===== src/rtl/ysyx_25020047_ifu_pkg.sv =====
// Shared IFU definitions: FSM states, fault causes and the bubble instruction.
// Also imported by the IDU/WBU for fault decode.
package ysyx_25020047_ifu_pkg;

    typedef enum logic [1:0] {
        S_REQ,
        S_WAIT,
        S_HOLD,
        S_NEXT
    } ifu_state_e;

    localparam logic CAUSE_MISALIGN = 1'b0;
    localparam logic CAUSE_ACCESS   = 1'b1;

    localparam logic [31:0] NOP_INST = 32'h0000_0013;

    function automatic logic is_misaligned(input logic [31:0] addr);
        return addr[1:0] != 2'b00;
    endfunction

endpackage


===== src/rtl/ysyx_25020047_ifu_mc.sv =====
// Multi-cycle instruction fetch unit: one imem request per instruction,
// valid/ready hand-off to the IDU, next PC taken from the WBU.
module ysyx_25020047_ifu_mc
    import ysyx_25020047_ifu_pkg::*;
#(
    parameter logic [31:0] RESET_PC = 32'h8000_0000,
    parameter int          TIMEOUT  = 16,
    parameter logic [31:0] NOP_INST = ysyx_25020047_ifu_pkg::NOP_INST
) (
    input  logic        clk,
    input  logic        rst,
    output logic        imem_req_valid,
    input  logic        imem_req_ready,
    output logic [31:0] imem_addr,
    input  logic        imem_rsp_valid,
    input  logic [31:0] imem_rsp_data,
    input  logic        imem_rsp_err,
    output logic        out_valid,
    input  logic        out_ready,
    output logic [31:0] out_pc,
    output logic [31:0] out_inst,
    output logic        out_fault,
    output logic        out_cause,
    input  logic        wb_valid,
    output logic        wb_ready,
    input  logic [31:0] wb_dnpc,
    output logic [31:0] fetch_cnt
);

    localparam int TW = (TIMEOUT > 2) ? $clog2(TIMEOUT) : 1;
    localparam logic [TW-1:0] TLAST = TW'(TIMEOUT - 1);

    if (RESET_PC[1:0] != 2'b00) begin : g_bad_reset_pc
        $error("RESET_PC must be word aligned");
    end
    if (TIMEOUT < 2) begin : g_bad_timeout
        $error("TIMEOUT must be at least 2");
    end

    ifu_state_e      state;
    logic [31:0]     pc;
    logic [TW-1:0]   tcnt;
    logic            out_fire;
    logic            wb_fire;

    assign imem_req_valid = (state == S_REQ);
    assign imem_addr      = pc;
    assign out_valid      = (state == S_HOLD);
    assign out_pc         = pc;
    assign wb_ready       = (state == S_NEXT) | ((state == S_HOLD) & out_ready);
    assign out_fire       = out_valid & out_ready;
    assign wb_fire        = wb_valid & wb_ready;

    // Fetch FSM; a taken dnpc overrides the per-state transition.
    always_ff @(posedge clk) begin
        if (!rst) begin
            state     <= S_REQ;
            pc        <= RESET_PC;
            tcnt      <= '0;
            out_inst  <= NOP_INST;
            out_fault <= 1'b0;
            out_cause <= 1'b0;
            fetch_cnt <= '0;
        end else begin
            if (out_fire) begin
                fetch_cnt <= fetch_cnt + 32'd1;
            end
            if (wb_fire) begin
                pc <= wb_dnpc;
                if (is_misaligned(wb_dnpc)) begin
                    state     <= S_HOLD;
                    out_inst  <= NOP_INST;
                    out_fault <= 1'b1;
                    out_cause <= CAUSE_MISALIGN;
                end else begin
                    state <= S_REQ;
                end
            end else begin
                unique case (state)
                    S_REQ: begin
                        if (imem_req_ready) begin
                            state <= S_WAIT;
                            tcnt  <= '0;
                        end
                    end
                    S_WAIT: begin
                        if (imem_rsp_valid) begin
                            out_inst  <= imem_rsp_err ? NOP_INST
                                                      : imem_rsp_data;
                            out_fault <= imem_rsp_err;
                            out_cause <= CAUSE_ACCESS;
                            state     <= S_HOLD;
                        end else if (tcnt == TLAST) begin
                            out_inst  <= NOP_INST;
                            out_fault <= 1'b1;
                            out_cause <= CAUSE_ACCESS;
                            state     <= S_HOLD;
                        end else begin
                            tcnt <= tcnt + 1'b1;
                        end
                    end
                    S_HOLD: begin
                        if (out_fire) begin
                            state <= S_NEXT;
                        end
                    end
                    S_NEXT: begin
                        state <= S_NEXT;
                    end
                endcase
            end
        end
    end

    // Responses are only legal while a fetch is outstanding.
    a_rsp_in_wait: assert property (
        @(posedge clk) disable iff (!rst)
        imem_rsp_valid |-> (state == S_WAIT)
    );

    // A pending request keeps its address until accepted.
    a_req_stable: assert property (
        @(posedge clk) disable iff (!rst)
        (imem_req_valid && !imem_req_ready) |=>
            (imem_req_valid && $stable(imem_addr))
    );

endmodule


===== config.mk =====
export PLATFORM = sky130hd
export DESIGN_NAME = ysyx_25020047_ifu_mc
export DESIGN_NICKNAME = d
export VERILOG_FILES = /design/src/rtl/ysyx_25020047_ifu_pkg.sv /design/src/rtl/ysyx_25020047_ifu_mc.sv
export SDC_FILE = /design/constraint.sdc
export NUM_CORES = 1
export LEC_CHECK = 0
export BUFFER_PORTS_ARGS = -buffer_cell sky130_fd_sc_hd__buf_2
export CORE_ASPECT_RATIO = 0.7
export CORE_MARGIN = 3
export CORE_UTILIZATION = 40
export CTS_BUF_LIST = sky130_fd_sc_hd__clkbuf_2 sky130_fd_sc_hd__clkbuf_4 sky130_fd_sc_hd__clkbuf_8
export DETAILED_ROUTE_END_ITERATION = 16
export PLACE_DENSITY = 0.7
export SYNTH_ARGS = -nofsm -noshare
export SYNTH_HDL_FRONTEND = slang
export SYNTH_SLANG_ARGS = --single-unit

===== constraint.sdc =====
create_clock -name clk -period 2.6 [get_ports clk]
set_input_delay 0.39 -clock clk [delete_from_list [all_inputs] [get_ports clk]]
set_output_delay 0.39 -clock clk [all_outputs]
set_load 0.005 [all_outputs]

==> run metrics <==
CP Launch Type flip-flop; worst vdd ir 0.308 mV; first-pass GRT wire length 18300 um; logic gate share of total power 0.078; Slew HR 0.148; IO buf count 203; Hold-fix buffers, CTS 0; maxcap violations 0; Synth cell types 48; via count of the first global-routing pass 3756; total track usage 0.181; post-cts sizing count 0; die area 12300 sq um; Flop pwr share 0.584; crit share post-route 0.900; Chip Height 93.7 um; via/cell ratio 5.18; global route total overflow 0; NetSw 725 uW; drt first pass iters 4; min Tclk post-route 2.34 ns; most frequent cells after synthesis dfxtp_1 (104), nand2_1 (83), a21oi_1 (56); FMAX 427 MHz; Post-CTS Setup Bufs 0; Core Area 10500 sq um; largest area contributor in the netlist dfxtp_1; Final #Nets 741; starting density of the core 0.418; P&R area growth vs syn 23.8%; CTS max path bufs 2; CP max stage delay 1.02 ns; kind of end point of the critical path flip-flop; syn nets 587; Final Slew Violations 0; std cell rows 31; largest net degree at the start of global routing 35; via count 4249; wire per inst 14.5 um; Seq/Total Area, Yosys 0.474; worst-path fanout max 29; Post-synth ARST share 0; worst min path class in -> reg; setup_tns 0 ns; EDFF count, synth 0; final setup fails 0; CTS Buf Count 9; Power Density 518 nW/um^2; Root Buffer clkbuf_8; yosys warns 0; CP Class reg -> reg; crit-path cells nor2b_1, a2bb2oi_2, a22oi_1, nor2_1; Cells after Synth 514; ANT cells 0; post-synth top area share 0.474; Synth Flop Type dfxtp_1; Avg Inst Size Synth 8.54 sq um; Static Leakage 0.00240 uW; clock share of power 0.338; slowest CP cell a2bb2oi_2; Crit path required time 2.91 ns; Filler cells 1002; Final ANT Viol Nets 0; hpwl dp 8700 um; fraction of layout cells with a size suffix above 1 0.352; Final Core Density 0.517; io pins 204; sw frac 0.257; Worst-Margin Slew 1.28 ns; Sinks on Clock Net 104; worst skew pair latency 0.37 ns; final wirelength 11900 um; Arr. time, crit path 2.65 ns; most instantiated library cell after synthesis dfxtp_1; Worst-path clk slew 0.11 ns; initial antenna violation count 0; final count of hold timing violations 0; Syn Std Cell Area 4390 sq um; 1st-iter DRT viols 205; post-synthesis register bit count 104; unrepaired setup endpoints after global routing no; depth of the CTS H-tree 3; Power Internal 2090 uW; status finished, final reports clean; CTS tree done; DRC viols 0; top cells by area, synth dfxtp_1 (47%), nand2_1 (7.1%), a21oi_1 (6.4%), buf_4 (5.6%), a22oi_1 (5.0%); gpl congestion 0.801; die span in x 131 um; clk_skew 0.0142 ns
[cells by family after synthesis]
kind of cell / synth area share
AOI/OAI and AO/OA: 0.175
xor gates and xnor gates: 0.0219
adders and majority gates: 0.00570
buffers and inverters: 0.0943
DFF: 0.474
muxes: 0.00228
and+or+nand+nor: 0.227
[area by class of cell]
cell class	count	area (sq um)	area share
clock buffers	10	131	0.0242
clock inverters	6	51.3	0.00944
inverters	5	18.8	0.00345
multi-input cells	339	1910	0.351
flip-flops and latches	104	2080	0.383
well taps	148	185	0.0341
repair buffers	209	1060	0.195
[per-stage QoR]
stage	setup WS (ns)	cell area [sq um]	hold WS (ns)	std cells	total power (uW)
detailed placement	0.289	5250	0.453	805	1900
CTS	0.259	5440	0.215	821	2860
floorplan	0.705	4390	0.463	514	1790
finish	0.260	5440	0.236	821	2820
global placement	0.387	5250	0.450	805	1900
global route	0.0391	5440	0.214	821	2950
[sequential cells by signal (all words and copies together) (netlist names)]
| signal | count |
|---|---|
| fetch_cnt | 32 |
| imem_addr | 32 |
| out_inst | 32 |
| tcnt | 4 |
| state | 2 |
| out_cause | 1 |
| out_fault | 1 |
[worst max-delay path: cells and delay by family, from the launching register on]
family,cells,cell delay (ns)
compound gates,2,1.27
simple gates,2,0.33
flops,1,0.68
[placed cells by master (no fill, tap or decap), types with 4 or more instances in the layout]
cell type | Yosys | routed
and4_1 | 4 | 4
or3_1 | 6 | 6
buf_4 | 33 | 6
o31ai_1 | 16 | 16
nand2_1 | 83 | 83
a21oi_1 | 56 | 56
inv_1 | 4 | 4
nand4_1 | 8 | 8
o21ai_0 | 7 | 7
nor2_1 | 49 | 49
dfxtp_1 | 104 | 104
xnor2_1 | 8 | 8
o22ai_1 | 4 | 4
nand3_1 | 11 | 11
or4_1 | 17 | 17
nor3_1 | 4 | 4
clkbuf_8 | 0 | 9
a22oi_1 | 29 | 29
buf_2 | 7 | 203
[power by group through the flow]
stage                     logic, uW  registers, uW  clock network [uW]
after floorplan                 120           1670                   0
after global placement          218           1680                   0
after detailed placement        223           1680                   0
after CTS                       223           1640                 991
after global routing            245           1650                1060
final                           221           1640                 952
[final timing paths]
path	startpoint	endpoint	slack, ns	depth (start not counted)
max	state[1]$_SDFFE_PN0P_	out_inst[19]$_SDFFE_PN0P_	0.26	4
min	imem_rsp_data[0]	out_inst[0]$_SDFFE_PN1P_	0.24	3
max reg2reg	state[1]$_SDFFE_PN0P_	out_inst[19]$_SDFFE_PN0P_	0.26	4
min reg2reg	imem_addr[24]$_SDFFE_PN0N_	imem_addr[24]$_SDFFE_PN0N_	0.47	2
[layer usage]
layer	track usage	share of wire	vias up
li1	-	-	2085
met1	0.234	0.45	1968
met2	0.288	0.46	185
met3	0.0680	0.085	11
met4	0.0463	0.0077	0
met5	0	0	-
Note: power is estimated with default switching activity, not from simulation.
